File: config.mk
export PLATFORM = sky130hd
export DESIGN_NAME = vend_change_dispenser
export DESIGN_NICKNAME = d
export VERILOG_FILES = /design/src/rtl/vend_change_dispenser.sv
export SDC_FILE = /design/constraint.sdc
export NUM_CORES = 1
export LEC_CHECK = 0
export ABC_CLOCK_PERIOD_IN_PS = 1900
export CAP_MARGIN = 30
export CELL_PAD_IN_SITES_DETAIL_PLACEMENT = 0
export CELL_PAD_IN_SITES_GLOBAL_PLACEMENT = 2
export CORE_ASPECT_RATIO = 0.9
export CORE_MARGIN = 2
export CORE_UTILIZATION = 25
export CTS_CLUSTER_DIAMETER = 80
export DETAILED_ROUTE_END_ITERATION = 8
export PLACE_DENSITY = 0.76
export SLEW_MARGIN = 20
export SYNTH_ARGS = -nofsm -noshare
export SYNTH_HDL_FRONTEND = slang
export SYNTH_SLANG_ARGS = --single-unit
File: constraint.sdc
create_clock -name clock -period 1.9 [get_ports clock]
set_input_delay 0.38 -clock clock [delete_from_list [all_inputs] [get_ports clock]]
set_output_delay 0.38 -clock clock [all_outputs]
set_load 0.02 [all_outputs]
File: src/rtl/vend_change_dispenser.sv
// vend_change_dispenser
// Payout back-end of the vending machine. It accepts a change amount over a
// valid/ready handshake and pays it out greedily, one coin at a time, Rs.10 coins
// first and then Rs.5 coins. It tracks how many coins of each kind the hopper
// holds. If the inventory or the amount cannot settle the full sum, it reports a
// shortfall and the unpaid residue.
//
// Optional feature: define VEND_ACK_TIMEOUT_EN to add a hopper-ack watchdog.
// After 15 PAY cycles without coin_ack_i, the offered coin is withdrawn and not
// deducted. The request then finishes short, with the remaining amount as residue.
//
// Ports
//   clock          rising-edge clock
//   reset          synchronous, active-high reset
//   req_valid_i    change request present
//   req_amount_i   change in rupees, 0..31
//   req_ready_o    block can accept a request (idle and no refill)
//   refill_i       reload both inventories to their INIT values (honoured in idle only)
//   coin_valid_o   a coin is offered to the hopper
//   coin_is_ten_o  1 = Rs.10 coin, 0 = Rs.5 coin (meaningful with coin_valid_o)
//   coin_ack_i     hopper has taken the offered coin
//   done_o         one-cycle pulse at the end of a request
//   short_o        qualifies done_o: 1 = payout incomplete
//   residue_o      unpaid amount, held until the next done_o
//   cnt10_o        current Rs.10 inventory
//   cnt5_o         current Rs.5 inventory
module vend_change_dispenser #(
  parameter int unsigned COIN10_INIT = 8,
  parameter int unsigned COIN5_INIT  = 8,
  parameter int unsigned CNT_W       = 4
) (
  input  logic             clock,
  input  logic             reset,
  input  logic             req_valid_i,
  input  logic [4:0]       req_amount_i,
  output logic             req_ready_o,
  input  logic             refill_i,
  output logic             coin_valid_o,
  output logic             coin_is_ten_o,
  input  logic             coin_ack_i,
  output logic             done_o,
  output logic             short_o,
  output logic [4:0]       residue_o,
  output logic [CNT_W-1:0] cnt10_o,
  output logic [CNT_W-1:0] cnt5_o
);

  localparam logic [CNT_W-1:0] Cnt10Init = CNT_W'(COIN10_INIT);
  localparam logic [CNT_W-1:0] Cnt5Init  = CNT_W'(COIN5_INIT);
  localparam logic [CNT_W-1:0] CntOne    = CNT_W'(1);

  typedef enum logic [1:0] {StIdle, StSelect, StPay, StFinish} state_e;

  state_e           state_q, state_d;
  logic [4:0]       remaining_q, remaining_d;
  logic [CNT_W-1:0] cnt10_q, cnt10_d;
  logic [CNT_W-1:0] cnt5_q, cnt5_d;
  logic             ten_q, ten_d;
  logic             short_q, short_d;
  logic [4:0]       residue_q, residue_d;

`ifdef VEND_ACK_TIMEOUT_EN
  // wdog_q counts the PAY cycles already spent waiting. When the 15th waiting
  // cycle ends without an ack, the wait is abandoned.
  localparam logic [3:0] WdogLast = 4'd14;
  logic [3:0] wdog_q, wdog_d;
`endif

  // A denomination is chosen only when it fits the remaining amount and is in stock.
  logic fit10, fit5;
  assign fit10 = (remaining_q >= 5'd10) && (cnt10_q != '0);
  assign fit5  = (remaining_q >= 5'd5) && (cnt5_q != '0);

  // State and datapath registers
  always_ff @(posedge clock) begin
    if (reset) begin
      state_q     <= StIdle;
      remaining_q <= '0;
      cnt10_q     <= Cnt10Init;
      cnt5_q      <= Cnt5Init;
      ten_q       <= 1'b0;
      short_q     <= 1'b0;
      residue_q   <= '0;
`ifdef VEND_ACK_TIMEOUT_EN
      wdog_q      <= '0;
`endif
    end else begin
      state_q     <= state_d;
      remaining_q <= remaining_d;
      cnt10_q     <= cnt10_d;
      cnt5_q      <= cnt5_d;
      ten_q       <= ten_d;
      short_q     <= short_d;
      residue_q   <= residue_d;
`ifdef VEND_ACK_TIMEOUT_EN
      wdog_q      <= wdog_d;
`endif
    end
  end

  // Next-state logic
  always_comb begin
    state_d     = state_q;
    remaining_d = remaining_q;
    cnt10_d     = cnt10_q;
    cnt5_d      = cnt5_q;
    ten_d       = ten_q;
    short_d     = short_q;
    residue_d   = residue_q;
`ifdef VEND_ACK_TIMEOUT_EN
    wdog_d      = wdog_q;
`endif

    unique case (state_q)
      StIdle: begin
        // A refill takes priority, and req_ready_o is low while it is asserted.
        if (refill_i) begin
          cnt10_d = Cnt10Init;
          cnt5_d  = Cnt5Init;
        end else if (req_valid_i) begin
          remaining_d = req_amount_i;
          state_d     = StSelect;
        end
      end

      StSelect: begin
        if (fit10) begin
          ten_d   = 1'b1;
          state_d = StPay;
        end else if (fit5) begin
          ten_d   = 1'b0;
          state_d = StPay;
        end else begin
          short_d   = (remaining_q != '0);
          residue_d = remaining_q;
          state_d   = StFinish;
        end
`ifdef VEND_ACK_TIMEOUT_EN
        wdog_d = '0;
`endif
      end

      StPay: begin
        if (coin_ack_i) begin
          if (ten_q) begin
            remaining_d = remaining_q - 5'd10;
            cnt10_d     = cnt10_q - CntOne;
          end else begin
            remaining_d = remaining_q - 5'd5;
            cnt5_d      = cnt5_q - CntOne;
          end
          state_d = StSelect;
        end
`ifdef VEND_ACK_TIMEOUT_EN
        else if (wdog_q == WdogLast) begin
          short_d   = 1'b1;
          residue_d = remaining_q;
          state_d   = StFinish;
        end else begin
          wdog_d = wdog_q + 4'd1;
        end
`endif
      end

      StFinish: state_d = StIdle;

      default: state_d = StIdle;
    endcase
  end

  // Outputs
  always_comb begin
    req_ready_o   = (state_q == StIdle) && !refill_i;
    coin_valid_o  = (state_q == StPay);
    coin_is_ten_o = (state_q == StPay) && ten_q;
    done_o        = (state_q == StFinish);
    short_o       = short_q;
    residue_o     = residue_q;
    cnt10_o       = cnt10_q;
    cnt5_o        = cnt5_q;
  end

endmodule

==> impl_metrics.csv <==
group,metric,value,unit
outcome,outcome,"finished clean",
yosys,ys_ff_latch,22,
worst_setup_path,path_buf_inv,1,
sta,tightestPinTransition,0.588,ns
cts,cts_buffer_depth,2,
yosys,syn_inst,152,
routing,drc,0,
sta,fin_crit,1.84,ns
placed_design,gp_congestion,0.784,
layout,num-fill-cells,564,
sta,fin_worst_skew,0.00473,ns
placed_design,io_buffer_count,27,
die,die_area,5950,µm²
cts,root_buffer,"clkbuf_8",
die,start_util,25.7,%
routing,via_count,1226,
routing,routedWlPerCell,13.0,µm
routing,vias_per_cell,4.64,
yosys,async_reset_ff_share,0,%
routing,dr.pass1.iters,4,
cts,clk_latency,0.26,ns
worst_setup_path,cp.required,2.04,ns
placed_design,pre_cts_slack,-0.208,ns
power,p_leak,0.735,nW
yosys,syn_avg_cell_area,8.79,µm²
yosys,netlist_area,1340,µm²
run,max_cap_viol_count,0,
sta,fmax,544,MHz
worst_setup_path,reg2reg_slack,0.17,ns
routing,dr.first_iter.drc_count,79,
global_routing,grt_max_degree,24,
cts,tritoncts,"yes",
global_routing,grt_pass1_wl,5.75,mm
yosys,yosysSeqAreaShare,33.0,%
sta,hold_ws,0.474,ns
yosys,ys_warn_count,0,
sta,finalCritPeriodShare,96.7,%
global_routing,grt_use_total,12.6,%
layout,layout.nets,218,
sta,slew_violations,0,
placed_design,hpwlAfterDp,2.67,mm
cts,cts_resized,4,
yosys,synth.distinct_cells,35,
sta,hold_violations,0,
global_routing,antenna_found_initial,0,
die,fp-row-count,25,
die,core,5190,µm²
layout,area_delta_synth_final,40.8,%
cts,cts.sinks,22,
sta,finalSetupViolations,0,
worst_setup_path,cp_top_family,"compound AO/OA/AOI/OAI gates",
routing,ant_nets,0,
worst_setup_path,slowest_stage,"clkdlybuf4s50_1",
die,die_w,81.1,µm
global_routing,gr-total-overflow,0,
cts,cts_buffers,3,
cts,post_cts_buffers,0,
cts,path_clk_slew,0.09,ns
layout,drive_gt1_share,17.8,%
global_routing,first_global_vias,1233,
layout,diodes,0,
worst_setup_path,end_kind,"flip-flop",
yosys,syn_nets,172,
worst_setup_path,max_stage_delay,0.47,ns
worst_setup_path,crit_path_start_kind,"input port",
cts,htree_levels,1,
power,power_density,733,nW/µm²
sta,setup_ws,0.0631,ns
worst_setup_path,critical_path_class,"input port to flip-flop",
routing,routed_wirelength,3.44,mm
die,die_y,73.4,µm
worst_hold_path,hold_path_class,"flip-flop to flip-flop",
power,irDropWorstVdd,0.346,mV
worst_setup_path,arrival,1.98,ns
sta,rsz0062_at_grt,"no",
yosys,synth_edf_count,0,
die,io-pin-count,28,
sta,relSlewSlack,59.6,%
cts,cts_hold_buf,0,
worst_setup_path,crit_fanout,8,
yosys,synth_ff_type,"dfxtp_1",
worst_setup_path,crit_chain,"clkdlybuf4s50_1 > or3b_1 > a21o_1 > a211oi_1 > a2111oi_2",
==> Yosys cell counts, types with 2 or more instances <==
cell / number / area, µm²
a2111oi_2: 3 / 45.0
a211oi_1: 2 / 15.0
a21o_1: 3 / 22.5
a21oi_1: 9 / 45.0
a311oi_1: 2 / 17.5
a32oi_1: 2 / 17.5
buf_2: 2 / 10.0
clkbuf_1: 3 / 11.3
dfxtp_1: 22 / 440
ha_1: 10 / 125
inv_1: 12 / 45.0
mux2i_1: 6 / 60.1
nand2_1: 9 / 33.8
nand2b_1: 14 / 87.6
nor2_1: 12 / 45.0
nor2b_1: 5 / 31.3
nor3_1: 3 / 15.0
o21ai_0: 3 / 15.0
o31a_1: 3 / 26.3
o32ai_1: 4 / 35.0
or3_1: 4 / 25.0
xnor2_1: 6 / 52.6
==> cells in the final DEF (no fill, tap or decap), drive strengths merged, types with 2 or more instances in the layout <==
cell           count
nor3               4
a311oi             2
o21ai              3
mux2i              6
or3                4
a2111oi            3
nor2              12
dlygate4sd2        3
dfxtp             22
buf               20
a32oi              2
nand2b            14
ha                10
o32ai              4
clkdlybuf4s50     24
xnor2              6
a211oi             2
a21o               3
a21oi              9
nand2              9
nor2b              5
clkbuf             4
o31a               3
inv               12
==> worst reg2reg max path, stage by stage, from the launching register on <==
cell and delay [ns]:
dfxtp_1 0.42, inv_1 0.11, ha_1 0.25, xor2_1 0.15
mux2_2 0.27, a2111o_1 0.39, o21ai_0 0.07
==> sequential cells by signal (all words and copies together) (netlist names) <==
register and flops:
state_q 2, cnt10_o 4, remaining_q 5, residue_o 5, ten_q 1, short_o 1, cnt5_o 4
==> metal layers <==
metal  global-route usage (%)  vias up  share of wire [%]
li1                         -      625                  -
met1                     18.2      579                 52
met2                     18.7       20                 44
met3                     2.46        2                3.1
met4                     3.77        0               0.90
met5                        0        -                  0
==> path summary, 6_finish.rpt <==
path	start	endpoint	cells after the start
setup / recovery	refill_i	remaining_q[1]	5
hold / removal	residue_o[0]	residue_o[0]	2
setup reg to reg	remaining_q[0]	remaining_q[2]	6
hold reg to reg	residue_o[0]	residue_o[0]	2
==> logic make-up (layout without fill, tap and decap cells) <==
family,count (synthesis),after routing,share of synthesized area (%)
adder cells (fa/ha/maj),10,10,9.36
AND/OR/NAND/NOR,54,54,22.0
buffers and inverters,18,63,5.80
XOR/XNOR,7,7,4.59
AO/OA/AOI/OAI,34,34,19.9
flip-flops,22,22,33.0
multiplexers,7,7,5.34
==> stage by stage <==
step | instances | cell area (µm²) | utilization, % | power (W) | setup TNS (ns)
6_report | 264 | 1880 | 36.2 | 0.00138 | 0
3_5_place_dp | 260 | 1810 | 34.8 | 0.00104 | -1.14
2_1_floorplan | 152 | 1340 | - | 0.000843 | 0
4_1_cts | 264 | 1860 | 35.8 | 0.00139 | 0
3_3_place_gp | 260 | 1810 | 34.8 | 0.00103 | -0.839
5_1_grt | 264 | 1880 | 36.2 | 0.00148 | 0
==> cell type report <==
class,count,area [µm²],area share (%)
Multi-Input combinational cell,112,837,44.5
Sequential cell,22,444,23.6
Clock buffer,4,55.1,2.93
Tap cell,67,83.8,4.45
Inverter,12,45.0,2.39
Timing Repair Buffer,47,417,22.1
==> where the power goes <==
group	leakage (nW)	internal, W	switching [W]
Combinational	0.526	0.000250	0.000234
Clock	0.0288	0.000185	0.000162
Sequential	0.181	0.000502	0.0000459
Total	0.735	0.000937	0.000441
Power figures use the tool's default switching activity.
==> edit, RTL diff (same settings) <==
`CNT_W`: 4 -> 6.
--- a/src/rtl/vend_change_dispenser.sv
+++ b/src/rtl/vend_change_dispenser.sv
@@ -27,7 +27,7 @@
 module vend_change_dispenser #(
   parameter int unsigned COIN10_INIT = 8,
   parameter int unsigned COIN5_INIT  = 8,
-  parameter int unsigned CNT_W       = 4
+  parameter int unsigned CNT_W       = 6
 ) (
   input  logic             clock,
   input  logic             reset,
Ports: changed (resized cnt10_o and cnt5_o); port bits go from 28 to 32. No check against the original RTL was run, so the function may have changed too.
==> edit against the original RTL <==
  * Setup slack improved by 19 ps
  * Combinational power rose by 16%
  * Sequential cell count rose by 4
  * Global-route usage fell by 0.94 points
  * Non-clock buffer count rose by 8
  * First-iteration DRC count fell by 67%
  * Sequential power rose by 17%
  * Routed wire length rose by 12%
  * Total power rose by 21%
  * Hold slack improved by 0.61 ps
  * Synthesized area rose by 18%
  * Final area rose by 17%
  * Critical path type is now reg -> reg
  * Critical endpoint is now short_o
  * Largest cell class unchanged
  * Highest routed layer unchanged
==> edit: results (changes against the original RTL) <==
stage,metric,value,unit,change
run_status,outcome,"complete, no violations",,unchanged
layout,share of cells above drive strength 1,18.6,%,was 17.8%
detailed_routing,Vias per Instance,4.64,,about the same
cts,H-Tree Depth,1,,unchanged
cts,clk_lat worst skew,280,ps,was 260 ps
critical_path,Crit Path Max Fanout,6,,was 8
power,P_leak,0.884,nW,was 0.735 nW
place,Port Buffers,31,,was 27
logic_synthesis,Syn Nets,199,,was 172
critical_path,Reg2Reg Setup Slack,80,ps,was 170 ps
hold_path,Hold WC Path Type,reg -> reg,,unchanged
power,Peak supply drop,0.000278,V,was 0.000346 V
logic_synthesis,top post-synthesis cells by count,"dfxtp_1, nand2b_1, nor2_1, nand2_1, a21oi_1",,"was dfxtp_1, nand2b_1, inv_1, nor2_1, ha_1"
place,pre-CTS setup slack,-105,ps,was -208 ps
place,GP Congestion,0.797,,was 0.784
detailed_routing,1st-iter DRT viols,26,,was 79
global_route,number of global-route vias before repair,1295,,was 1233
global_route,Tot GR Track Use,11.6,%,was 12.6%
timing,Final period util,95.7,%,was 96.7%
layout,Filler cells,648,,was 564
logic_synthesis,multiplexer share of the synthesized area,6.45,%,was 5.34%
global_route,first-pass GRT wire length,6380,um,was 5750 um
cts,Clock Tree Root,clkbuf_8,,unchanged
layout,antenna diode count,0,,unchanged
place,post-DP HPWL,3100,um,was 2670 um
cts,"Reg clk slew, reported paths",100,ps,
logic_synthesis,Post-synth top flop,dfxtp_1,,unchanged
cts,TritonCTS buffer count,3,,unchanged
global_route,initial antenna violation count,0,,unchanged
cts,Post-CTS Setup Repair Bufs,0,,unchanged
logic_synthesis,Ys Warns,0,,unchanged
detailed_routing,First-pass DRT Iterations,4,,unchanged
logic_synthesis,Post-Synth XOR/XNOR Area,3.90,%,was 4.59%
logic_synthesis,count of unique library cells instantiated by Yosys,47,,was 35
critical_path,"Data arrival, critical path",2010,ps,was 1980 ps
cts,CTS max path bufs,2,,unchanged
logic_synthesis,post-synthesis adder-cell area fraction,7.97,%,was 9.36%
logic_synthesis,Async SR Flop Fraction,0,%,unchanged
logic_synthesis,ranking of synthesized cells by area,"dfxtp_1, ha_1, nand2b_1",,unchanged
detailed_routing,Routed WL,3870,um,was 3440 um
timing,worst slew pin tran,391,ps,was 588 ps
logic_synthesis,"Seq/Total Area, Yosys",33.1,%,was 33.0%
global_route,pin count of the biggest net entering global routing,16,,was 24
logic_synthesis,complex-gate fraction of the synthesized area,21.0,%,was 19.9%
power,switching pwr,0.000515,W,was 0.000441 W
timing,clock skew,4.24,ps,was 4.73 ps
layout,Nets,252,,was 218
[edit: cell types whose count changed after synthesis, moves of 3 or more]
| cell | delta |
|---|---|
| a211oi_1 | +6 |
| a21oi_1 | +3 |
| dfxtp_1 | +4 |
| mux2i_1 | +3 |
| nand2_1 | +5 |
| nand2b_1 | +3 |
| nor2_1 | +3 |
| nor2b_1 | -5 |
[edit: cells by family after synthesis]
kind of cell / after synthesis
AOI/OAI and AO/OA: 42
xor gates and xnor gates: 7
adders and majority gates: 10
buffers and inverters: 19
DFF: 26
muxes: 10
and+or+nand+nor: 65
[edit: timing repair]
| action | CTS | global route |
|---|---|---|
| cloned | 0 | 0 |
| endpoints found under the setup margin | 3 | 6 |
| gates resized for setup | 3 | 5 |
[edit: final cells by class]
class / instances / area [um2] / area share (%)
Multi-Input combinational cell: 134 / 976 / 44.5
Sequential cell: 26 / 522 / 23.8
Timing Repair Buffer: 55 / 489 / 22.3
Tap cell: 72 / 90.1 / 4.11
Inverter: 12 / 45.0 / 2.05
Clock buffer: 3 / 41.3 / 1.88
Clock inverter: 1 / 30.0 / 1.37
[edit: worst paths after layout]
kind                            cells past startpoint            from  endpoint
worst max-delay path                                6  remaining_q[2]   short_o
worst min-delay path                                2         short_o   short_o
worst max register to register                      6  remaining_q[2]   short_o
worst min register to register                      2         short_o   short_o
[edit: metal layers]
layer  up-vias  global-route usage [%]  share of wire (%)
li1        730                       -                  -
met2        33                    16.6                 41
met4         0                    2.31               0.47
met1       641                    17.7                 53
met5         -                       0                  0
met3         2                    2.60                5.9
[edit: per-stage QoR]
step / instances / cell area, um2 / hold WS [ps] / setup TNS (ps)
CTS: 303 / 2180 / 478 / 0
floorplan: 179 / 1570 / 505 / 0
detailed placement: 299 / 2110 / 463 / -470
global route: 303 / 2190 / 507 / 0
finish: 303 / 2190 / 474 / 0
global placement: 299 / 2110 / 461 / -315
[edit: worst max-delay path, cell delays in order, from the launching register on]
cell and delay [ps]:
dfxtp_1 400, inv_2 90, ha_2 200, nor2b_4 40
a311o_1 380, a211o_1 350, a221oi_2 270
[edit: power by group through the flow]
stage          Combinational, W  Sequential (W)  Clock, W
3_5_place_dp           0.000561        0.000651         0
4_1_cts                0.000561        0.000639  0.000484
5_1_grt                0.000615        0.000647  0.000508
3_3_place_gp           0.000560        0.000652         0
2_1_floorplan          0.000305        0.000678         0
6_report               0.000560        0.000639  0.000468
